[config.mk]
export PLATFORM = sky130hd
export DESIGN_NAME = frame_update_scheduler
export DESIGN_NICKNAME = d
export VERILOG_FILES = /design/src/rtl/frame_sched_pkg.sv /design/src/rtl/rr_pick.sv /design/src/rtl/frame_update_scheduler.sv
export SDC_FILE = /design/constraint.sdc
export NUM_CORES = 1
export LEC_CHECK = 0
export ABC_AREA = 1
export CORE_MARGIN = 5
export CORE_UTILIZATION = 34
export DETAILED_ROUTE_END_ITERATION = 8
export PLACE_DENSITY = 0.58
export SLEW_MARGIN = 20
export SYNTH_ARGS = -nofsm -noshare
export SYNTH_HDL_FRONTEND = slang
export SYNTH_SLANG_ARGS = --single-unit
[constraint.sdc]
create_clock -name clk -period 4.4 [get_ports clk]
set_clock_uncertainty 0.05 [all_clocks]
set_input_delay 1.1 -clock clk [delete_from_list [all_inputs] [get_ports clk]]
set_output_delay 1.1 -clock clk [all_outputs]
set_load 0.01 [all_outputs]
[src/rtl/frame_sched_pkg.sv]
// Shared constants and helpers for the vertical-blank update scheduler.
package frame_sched_pkg;

   localparam int unsigned MAX_REQ            = 32;
   localparam int unsigned DEF_N_REQ          = 4;
   localparam int unsigned DEF_TIMEOUT_CYCLES = 4096;
   localparam int unsigned DEF_CNT_W          = 16;

   typedef logic [1:0] state_t;

   localparam state_t ST_IDLE  = 2'd0;
   localparam state_t ST_ARB   = 2'd1;
   localparam state_t ST_SERVE = 2'd2;

   // One-hot decode of a requester index; callers truncate to their own width.
   function automatic logic [MAX_REQ-1:0] onehot(input logic [7:0] idx);
      return MAX_REQ'(1) << idx;
   endfunction

endpackage

[src/rtl/rr_pick.sv]
// Circular first-set-bit picker: finds the first pending bit at or above rr_ptr,
// wrapping past N_REQ-1 back to 0.
module rr_pick #(
   parameter int unsigned N_REQ = 4,
   parameter int unsigned PTR_W = (N_REQ > 1) ? $clog2(N_REQ) : 1
) (
   input  logic [N_REQ-1:0] pending,
   input  logic [PTR_W-1:0] rr_ptr,
   output logic [PTR_W-1:0] idx_c,
   output logic             valid_c
);

   logic [PTR_W:0] pos;

   // Walk offsets from farthest to nearest so the nearest set bit wins.
   always_comb begin
      idx_c   = '0;
      valid_c = 1'b0;
      pos     = '0;
      for (int k = int'(N_REQ) - 1; k >= 0; k--) begin
         pos = {1'b0, rr_ptr} + (PTR_W+1)'(k);
         if (pos >= (PTR_W+1)'(N_REQ)) begin
            pos = pos - (PTR_W+1)'(N_REQ);
         end
         if (pending[pos[PTR_W-1:0]]) begin
            idx_c   = pos[PTR_W-1:0];
            valid_c = 1'b1;
         end
      end
   end

endmodule

[src/rtl/frame_update_scheduler.sv]
// Grants game-logic units exclusive write access to shared sprite/position
// state, one at a time in round-robin order, only during vertical blank.
module frame_update_scheduler
   import frame_sched_pkg::*;
#(
   parameter int unsigned N_REQ          = DEF_N_REQ,
   parameter int unsigned TIMEOUT_CYCLES = DEF_TIMEOUT_CYCLES,
   parameter int unsigned CNT_W          = DEF_CNT_W
) (
   input  logic             clk,
   input  logic             rst_n,
   input  logic             blank_start,
   input  logic             active_start,
   input  logic [N_REQ-1:0] req,
   input  logic [N_REQ-1:0] done,
   input  logic             clear_sticky,
   output logic [N_REQ-1:0] grant,
   output logic             frame_tick,
   output logic [CNT_W-1:0] frame_count,
   output logic             busy,
   output logic             timeout,
   output logic             overrun,
   output logic             overrun_sticky
);

   localparam int unsigned PTR_W = (N_REQ > 1) ? $clog2(N_REQ) : 1;
   localparam int unsigned TMR_W = (TIMEOUT_CYCLES > 2) ? $clog2(TIMEOUT_CYCLES) : 1;

   state_t           state, state_nxt;
   logic [N_REQ-1:0] pending, pending_nxt;
   logic [PTR_W-1:0] rr_ptr, rr_ptr_nxt;
   logic [PTR_W-1:0] cur_idx, cur_idx_nxt;
   logic [TMR_W-1:0] timer, timer_nxt;
   logic [N_REQ-1:0] grant_nxt;
   logic             frame_tick_nxt, busy_nxt, timeout_nxt, overrun_nxt, sticky_nxt;
   logic [CNT_W-1:0] frame_count_nxt;

   logic [N_REQ-1:0] cur_mask, remain;
   logic [PTR_W-1:0] idx_inc, pick_idx;
   logic             done_hit, pick_valid;

   rr_pick #(
      .N_REQ (N_REQ),
      .PTR_W (PTR_W)
   ) u_rr_pick (
      .pending (pending),
      .rr_ptr  (rr_ptr),
      .idx_c   (pick_idx),
      .valid_c (pick_valid)
   );

   // Next-state and next-output logic; active_start abort overrides everything.
   always_comb begin
      state_nxt       = state;
      pending_nxt     = pending;
      rr_ptr_nxt      = rr_ptr;
      cur_idx_nxt     = cur_idx;
      timer_nxt       = timer;
      grant_nxt       = grant;
      frame_tick_nxt  = 1'b0;
      frame_count_nxt = frame_count;
      timeout_nxt     = 1'b0;
      overrun_nxt     = 1'b0;
      remain          = pending;
      cur_mask        = N_REQ'(onehot(8'(cur_idx)));
      idx_inc         = (cur_idx == PTR_W'(N_REQ - 1)) ? '0 : cur_idx + PTR_W'(1);
      done_hit        = done[cur_idx] && (state == ST_SERVE);

      if (active_start && (state != ST_IDLE)) begin
         state_nxt   = ST_IDLE;
         grant_nxt   = '0;
         pending_nxt = '0;
         if (state == ST_SERVE) begin
            if (done_hit) begin
               remain     = pending & ~cur_mask;
               rr_ptr_nxt = idx_inc;
            end else begin
               rr_ptr_nxt = cur_idx;
            end
         end
         overrun_nxt = |remain;
      end else begin
         case (state)
            ST_IDLE: begin
               if (blank_start && !active_start) begin
                  pending_nxt     = req;
                  frame_count_nxt = frame_count + CNT_W'(1);
                  frame_tick_nxt  = 1'b1;
                  state_nxt       = ST_ARB;
               end
            end
            ST_ARB: begin
               if (pick_valid) begin
                  grant_nxt   = N_REQ'(onehot(8'(pick_idx)));
                  cur_idx_nxt = pick_idx;
                  timer_nxt   = '0;
                  state_nxt   = ST_SERVE;
               end else begin
                  state_nxt = ST_IDLE;
               end
            end
            ST_SERVE: begin
               if (done_hit || (timer == TMR_W'(TIMEOUT_CYCLES - 1))) begin
                  grant_nxt   = '0;
                  pending_nxt = pending & ~cur_mask;
                  rr_ptr_nxt  = idx_inc;
                  timeout_nxt = !done_hit;
                  state_nxt   = ST_ARB;
               end else begin
                  timer_nxt = timer + TMR_W'(1);
               end
            end
            default: state_nxt = ST_IDLE;
         endcase
      end

      busy_nxt   = (state_nxt != ST_IDLE);
      sticky_nxt = overrun_nxt | (overrun_sticky & ~clear_sticky);
   end

   // State and registered outputs.
   always_ff @(posedge clk or negedge rst_n) begin
      if (!rst_n) begin
         state          <= ST_IDLE;
         pending        <= '0;
         rr_ptr         <= '0;
         cur_idx        <= '0;
         timer          <= '0;
         grant          <= '0;
         frame_tick     <= 1'b0;
         frame_count    <= '0;
         busy           <= 1'b0;
         timeout        <= 1'b0;
         overrun        <= 1'b0;
         overrun_sticky <= 1'b0;
      end else begin
         state          <= state_nxt;
         pending        <= pending_nxt;
         rr_ptr         <= rr_ptr_nxt;
         cur_idx        <= cur_idx_nxt;
         timer          <= timer_nxt;
         grant          <= grant_nxt;
         frame_tick     <= frame_tick_nxt;
         frame_count    <= frame_count_nxt;
         busy           <= busy_nxt;
         timeout        <= timeout_nxt;
         overrun        <= overrun_nxt;
         overrun_sticky <= sticky_nxt;
      end
   end

endmodule

==> results of run 1 <==
[registers in the layout, summed over array words and instances (netlist names)]
name	cells
overrun_sticky	1
overrun	1
rr_ptr	2
frame_tick	1
cur_idx	2
grant	4
pending	4
timeout	1
busy	1
state	2
frame_count	16
timer	12
[per-stage QoR]
step	cells	power (mW)
global placement	479	1.451
CTS	487	1.796
floorplan	344	1.194
finish	487	1.779
detailed placement	479	1.458
global route	487	1.942
[cell families (layout without fill, tap and decap cells)]
| group | after synthesis | after routing | share of synthesized area (%) |
|---|---|---|---|
| AOI/OAI and AO/OA | 37 | 37 | 7.699 |
| xor gates and xnor gates | 19 | 19 | 6.169 |
| adders and majority gates | 6 | 6 | 2.783 |
| buffers and inverters | 40 | 81 | 6.401 |
| DFF | 47 | 47 | 43.60 |
| muxes | 1 | 1 | 0.3711 |
| and+or+nand+nor | 194 | 194 | 32.98 |
[area by class of cell]
cell class	count	area [um2]	share of cell area, %
multi-input combinational	257	1349	41.21
sequential	47	1176	35.93
timing repair buffer	37	367.9	11.24
inverter	36	135.1	4.128
tap	102	127.6	3.899
clock buffer	6	82.58	2.523
clock inverter	2	35.03	1.070
[layer usage]
layer	GRT usage, %	part of all wire [%]	vias up
met5	0	0	-
met4	3.782	1.3	0
met3	2.760	2.3	8
met2	20.45	47	31
met1	17.22	49	1072
li1	-	-	1181
[final timing paths]
| check | slack (ps) | endpoint |
|---|---|---|
| max | 1600 | frame_count[11] |
| min | 440 | grant[3] |
| max reg2reg | 2440 | frame_count[11] |
| min reg2reg | 440 | grant[3] |
| max in group asynchronous | 3140 | grant[0] |
| min in group asynchronous | 760 | frame_count[13] |
[critical path, stage by stage]
cell             delay, ps
clkdlybuf4s50_1        520
inv_2                   80
nand2_1                 50
nor2_2                 380
nand2_1                180
nor2_2                 170
nand3_2                120
nor2_4                 140
nand2_1                 80
xnor2_1                120
[where the power goes]
| part | switching [mW] | internal [mW] | total [mW] |
|---|---|---|---|
| logic | 0.500 | 0.307 | 0.807 |
| clock network | 0.147 | 0.184 | 0.331 |
| registers | 0.105 | 0.536 | 0.641 |
| total | 0.752 | 1.03 | 1.78 |
[Yosys cell counts (all sizes together)]
cell    count  area [um2]
nand2     114       442.9
dfrtp      47        1176
inv        36       135.1
nand3      35       205.2
nor2       30       142.6
o21ai      29       145.1
xor2       14       122.6
nand4       7       50.05
ha          6       75.07
or2         5       31.28
xnor2       5       43.79
buf         4       37.53
o21bai      3       22.52
nor3        2       10.01
o31ai       2       20.02
a21boi      1       7.510
a21oi       1       5.000
mux2i       1       10.01
nor3b       1       7.510
o211ai      1       7.510
==> flow_summary.json, run 1 <==
{
  "drc": 0,
  "maxCapViolations": 0,
  "clock.fmax_ghz": 0.3570,
  "rsz0062_at_grt": "false",
  "final_common_cell": "nand2_1",
  "synth_seq_cells": 47,
  "place_area_um2": 3153,
  "fin_util_pct": 42.36,
  "design.core.area_um2": 7727,
  "clock_latency_ps": 300,
  "clockBufferDepth": 2,
  "hold_slack_ps": 437.4,
  "finalSetupTns_ps": 0,
  "cts_root_buf": "clkbuf_8",
  "ios": 38,
  "grt_max_degree": 48,
  "drtAntennaViolNets": 0,
  "port_buffers": 37,
  "syn-instance-count": 344,
  "r2r-start": "state[0]",
  "power_density_nw_per_um2": 543.4,
  "grt_pass1_vias": 2179,
  "fillers": 790,
  "crit_path_end_kind": "flop",
  "layout_common_cells": "nand2_1 (110), dfrtp_1 (47), clkdlybuf4s50_1 (36)",
  "fp-row-count": 32,
  "drt-total-wl_mm": 6.024,
  "dpl_worst_slack_ps": 1258,
  "min_delay_path_depth": 2,
  "drt-initial-drc-count": 104,
  "initial_core_util_pct": 34.91,
  "path_max_fanout": 11,
  "synth_cell_type_count": 30,
  "area_growth_pct": 21.34,
  "post_route_cells_drive_above_1_share_pct": 9.610,
  "cts-resized-gates": 0,
  "diodes": 0,
  "synth_area_um2": 2698,
  "crit_type": "primary input to flop",
  "grt_usage_pct": 12.74,
  "fin_ws_ps": 1599,
  "clk_pin_slew_ps": 80,
  "cts_tree": "built",
  "drt_pass1_iterations": 5,
  "period_needed_ps": 2801,
  "slew_headroom_pct": 59.61,
  "slew_violations": 0,
  "ys_warn_count": 0,
  "synth_area_per_cell_um2": 7.842,
  "gp_congestion": 0.7987,
  "grt_pass1_wl_mm": 10.26,
  "die_x_um": 99.08,
  "fp.dieH_um": 99.08,
  "syn_nets": 363,
  "viasPerCell": 4.706,
  "yosysSeqAreaShare_pct": 43.60,
  "antenna_found_initial": 0,
  "hold_viol": 0,
  "h-tree-depth": 2,
  "hold_buffers": 0,
  "fin_crit_sh_pct": 63.66,
  "post-cts-setup-buffers": 0,
  "worstMarginPinSlew_ps": 605.9,
  "die-area_um2": 9816,
  "status": "finished, final reports clean",
  "r2r_cells": 9,
  "holdCritStartpoint": "grant[3]",
  "design_area_um2": 3273,
  "required_ps": 4540,
  "cts_buffers": 5,
  "routedWlPerCell_um": 12.37,
  "grt_overflow_total": 0,
  "final_net_count": 403,
  "hpwl_mm": 4.479,
  "num_vias": 2292,
  "arrival_ps": 2940,
  "hold_class": "flop to flop",
  "cts_sinks": 47,
  "setup_violations": 0,
  "peakVddDrop_mv": 0.2048,
  "cp-startpoint": "active_start",
  "critPathLaunchType": "primary input",
  "leakagePower_nw": 1.534
}
(Power assumes the default switching activity.)
==> run 2: changes to the inputs <==
clock period = 2.9 ns   (was 4.4 ns; I/O delays follow)
==> flow_summary.json, run 2 (synthesis gave the netlist of run 1 again) <==
{
  "drt-total-wl_mm": 5.965,
  "grt_max_degree": 48,
  "top_regs": "frame_count x16, timer x12",
  "regArea_um2": 1176,
  "routedWlPerCell_um": 12.20,
  "grt_overflow_total": 0,
  "required_ps": 2120,
  "period_needed_ps": 2116,
  "peakVddDrop_mv": 0.2989,
  "gp_congestion": 0.8226,
  "arrival_ps": 1340,
  "fp-row-count": 32,
  "crit_path_cell_trace": "clkdlybuf4s50_1",
  "final_net_count": 405,
  "fin_crit_sh_pct": 72.97,
  "maxCapViolations": 0,
  "hold_class": "primary input to asynchronous set/reset pin",
  "fin_util_pct": 42.44,
  "post_route_cells_drive_above_1_share_pct": 10.08,
  "largest_reg_flops": 16,
  "power.internal_mw": 1.479,
  "clockBufferDepth": 2,
  "post-cts-setup-buffers": 0,
  "r2r_cells": 10,
  "die-area_um2": 9816,
  "port_buffers": 37,
  "hpwl_mm": 4.462,
  "setup_violations": 0,
  "drt-initial-drc-count": 112,
  "cp_num_buf_inv": 1,
  "critPathLaunchType": "flop",
  "slew_headroom_pct": 72.08,
  "grt_usage_pct": 12.50,
  "area_growth_pct": 21.57,
  "worstMarginPinSlew_ps": 414.4,
  "path_max_fanout": 5,
  "finalSetupTns_ps": 0,
  "clk_pin_slew_ps": 90,
  "design.core.area_um2": 7727,
  "hold_viol": 0,
  "r2r-start": "timer[0]",
  "viasPerCell": 4.618,
  "rsz0062_at_grt": "false",
  "crit_type": "flop to primary output",
  "die_x_um": 99.08,
  "drt_pass1_iterations": 6,
  "cts_sinks": 47,
  "dpl_worst_slack_ps": 489.3,
  "cts_root_buf": "clkbuf_8",
  "p_comb_share_pct": 46.1,
  "power_density_nw_per_um2": 803.2,
  "diodes": 0,
  "hold_buffers": 0,
  "drtAntennaViolNets": 0,
  "switching_share_pct": 43.85,
  "p_switching_mw": 1.155,
  "max_stage_delay_ps": 580,
  "cts-resized-gates": 0,
  "drc": 0,
  "final_common_cell": "nand2_1",
  "clock_latency_ps": 310,
  "cp-startpoint": "frame_count[6]",
  "fp.dieH_um": 99.08,
  "cts_buffers": 5,
  "r2r-end": "timer[11]",
  "h-tree-depth": 2,
  "fillers": 787,
  "crit_slowest_cell": "clkdlybuf4s50_1",
  "cp_top_family": "buffers and inverters",
  "leakagePower_nw": 1.534,
  "initial_core_util_pct": 34.91,
  "r2r_slack_ps": 1090,
  "num_vias": 2258,
  "grt_pass1_wl_mm": 10.19,
  "ios": 38,
  "crit_path_end_kind": "primary output",
  "cts_tree": "built",
  "grt_pass1_vias": 2159,
  "regMostFlops": "frame_count",
  "p_seq_share_pct": 37.1,
  "clock.fmax_ghz": 0.4726,
  "antenna_found_initial": 0,
  "status": "finished, final reports clean",
  "slew_violations": 0,
  "hold_slack_ps": 334.0,
  "fin_ws_ps": 783.9,
  "layout_common_cells": "nand2_1 (110), dfrtp_1 (47), clkdlybuf4s50_1 (36)",
  "clockPowerShare_pct": 16.9,
  "multi_input_area_um2": 1349
}
## run 2: through the flow
stage	instances	power [mW]	cell area, um2
after floorplan	344	1.812	2698
after global placement	481	2.202	3181
after detailed placement	481	2.208	3181
after CTS	489	2.663	3279
after global routing	489	2.866	3279
final	489	2.634	3279
## run 2: area by class of cell
type / count / area share [%]
tap: 102 / 3.892
clock inverter: 2 / 0.4960
multi-input combinational: 257 / 41.13
sequential: 47 / 35.86
clock buffer: 6 / 2.518
inverter: 36 / 4.121
timing repair buffer: 39 / 11.98
## run 2: worst max-delay path by stage
stage	cells past startpoint	to	slack, ps
after CTS	1	frame_count[6]	740
after floorplan	9	frame_count[11]	1190
final	1	frame_count[6]	780
after global placement	9	frame_count[14]	550
after detailed placement	9	frame_count[14]	490
after global routing	1	frame_count[6]	680
## run 2: layer usage
layer	wire, um	share of wire (%)	track usage, %	up-vias
met5	0	0	0	-
met4	69	1.2	3.256	0
met3	207	3.5	2.619	10
met2	2764	46	19.99	27
met1	2924	49	17.21	1036
li1	-	-	-	1185
## run 2: power by group through the flow
stage / Sequential [mW] / Clock, mW / Combinational (mW)
floorplan: 0.983 / 0 / 0.829
global placement: 0.988 / 0 / 1.21
detailed placement: 0.988 / 0 / 1.22
CTS: 0.978 / 0.457 / 1.23
global route: 1.01 / 0.483 / 1.38
finish: 0.976 / 0.444 / 1.21
==> run 3: changes to the inputs <==
PLACE_DENSITY = 0.6   (was 0.58)
clock period = 1.9 ns   (was 2.9 ns; I/O delays follow)
==> flow_summary.json, run 3 (synthesis gave the netlist of run 1 again) <==
{
  "antenna_found_initial": 0,
  "crit_type": "flop to primary output",
  "diodes": 0,
  "crit_path_end_kind": "primary output",
  "largest_reg_flops": 16,
  "cts_root_buf": "clkbuf_8",
  "h-tree-depth": 2,
  "crit_slowest_cell": "clkdlybuf4s50_1",
  "fin_crit_sh_pct": 97.50,
  "top_regs": "frame_count x16, timer x12",
  "fp-row-count": 32,
  "drt-initial-drc-count": 75,
  "fin_ws_ps": 47.57,
  "design.core.area_um2": 7727,
  "post-cts-setup-buffers": 0,
  "rsz0062_at_grt": "false",
  "fp.dieH_um": 99.08,
  "hold_viol": 0,
  "power_density_nw_per_um2": 1264,
  "ios": 38,
  "die_x_um": 99.08,
  "slew_headroom_pct": 77.12,
  "clockBufferDepth": 2,
  "cts-resized-gates": 0,
  "cts_tree": "built",
  "final_common_cell": "nand2_1",
  "period_needed_ps": 1852,
  "arrival_ps": 1330,
  "design_area_um2": 3516,
  "clk_pin_slew_ps": 90,
  "path_max_fanout": 5,
  "clock_latency_ps": 300,
  "worstMarginPinSlew_ps": 342.3,
  "required_ps": 1370,
  "cts_buffers": 5,
  "area_growth_pct": 30.33,
  "grt_pass1_wl_mm": 10.72,
  "max_stage_delay_ps": 570,
  "final_net_count": 429,
  "cp_num_buf_inv": 1,
  "crit_path_cell_trace": "clkdlybuf4s50_1",
  "grt_usage_pct": 13.31,
  "initial_core_util_pct": 34.91,
  "regMostFlops": "frame_count",
  "leakagePower_nw": 1.670,
  "routedWlPerCell_um": 12.24,
  "layout_common_cells": "nand2_1 (110), dfrtp_1 (43), clkdlybuf4s50_1 (36)",
  "place_area_um2": 3373,
  "grt_overflow_total": 0,
  "port_buffers": 37,
  "drtAntennaViolNets": 0,
  "drt-total-wl_mm": 6.280,
  "critPathLaunchType": "flop",
  "grt_pass1_vias": 2364,
  "die-area_um2": 9816,
  "hpwl_mm": 4.765,
  "gp_congestion": 0.8239,
  "cp_top_family": "buffers and inverters",
  "cts_sinks": 47,
  "maxCapViolations": 0,
  "hold_buffers": 0,
  "status": "finished, final reports clean",
  "viasPerCell": 4.641,
  "hold_class": "primary input to asynchronous set/reset pin",
  "num_vias": 2381,
  "drt_pass1_iterations": 4,
  "slew_violations": 0,
  "setup_violations": 0,
  "grt_max_degree": 48,
  "dpl_worst_slack_ps": -227.2,
  "clock.fmax_ghz": 0.5398,
  "drc": 0,
  "post_route_cells_drive_above_1_share_pct": 16.06,
  "peakVddDrop_mv": 0.5489
}
run 3: changes by cell type in the layout (fill, tap and decap cells not counted):
cell,previous run,this run
buf_12,1,2
buf_4,1,24
bufinv_16,0,2
clkbuf_1,0,1
clkbuf_8,6,5
clkinv_4,1,0
clkinvlp_4,1,0
dfrtp_1,47,43
dfrtp_2,0,4
nor2_2,3,2
nor2_4,3,4
run 3: metal layers:
layer | wire length [um] | global-route usage, % | vias up
met5 | 0 | 0 | -
met1 | 2904 | 16.62 | 1105
met4 | 76 | 4.097 | 0
met3 | 253 | 2.831 | 10
met2 | 3045 | 22.93 | 38
li1 | - | - | 1228
run 3: through the flow:
step	hold slack (ps)	instances	setup TNS, ps	utilization, %	power (mW)
6_report	90.46	513	0	45.50	4.444
4_1_cts	93.88	513	0	45.37	4.485
2_1_floorplan	129.4	344	0	-	2.766
3_3_place_gp	414.0	505	-1498	43.65	3.545
3_5_place_dp	415.6	505	-1884	43.65	3.585
5_1_grt	101.9	513	0	45.50	4.858
run 3: worst paths after layout:
path                                start         endpoint  slack, ps  depth (start not counted)
min in group clk                 grant[3]         grant[3]        440                          2
min reg2reg                      grant[3]         grant[3]        440                          2
min                                 rst_n  frame_count[13]         90                          2
max in group asynchronous           rst_n        rr_ptr[0]       1480                          2
max                        frame_count[6]   frame_count[6]         50                          1
max reg2reg                      timer[1]             busy        200                          8
run 3: power breakdown:
| part | switching, mW | internal (mW) | leakage, nW | total, mW |
|---|---|---|---|---|
| Combinational | 1.18 | 0.888 | 0.989 | 2.07 |
| Sequential | 0.242 | 1.25 | 0.615 | 1.49 |
| Clock | 0.356 | 0.526 | 0.0654 | 0.882 |
| Total | 1.78 | 2.66 | 1.67 | 4.44 |
run 3: layout make-up:
class	count	area (um2)
flip-flops and latches	47	1181
multi-input cells	257	1354
clock inverters	2	60.06
fillers	774	4212
repair buffers	63	585.6
well taps	102	127.6
clock buffers	6	72.57
inverters	36	135.1
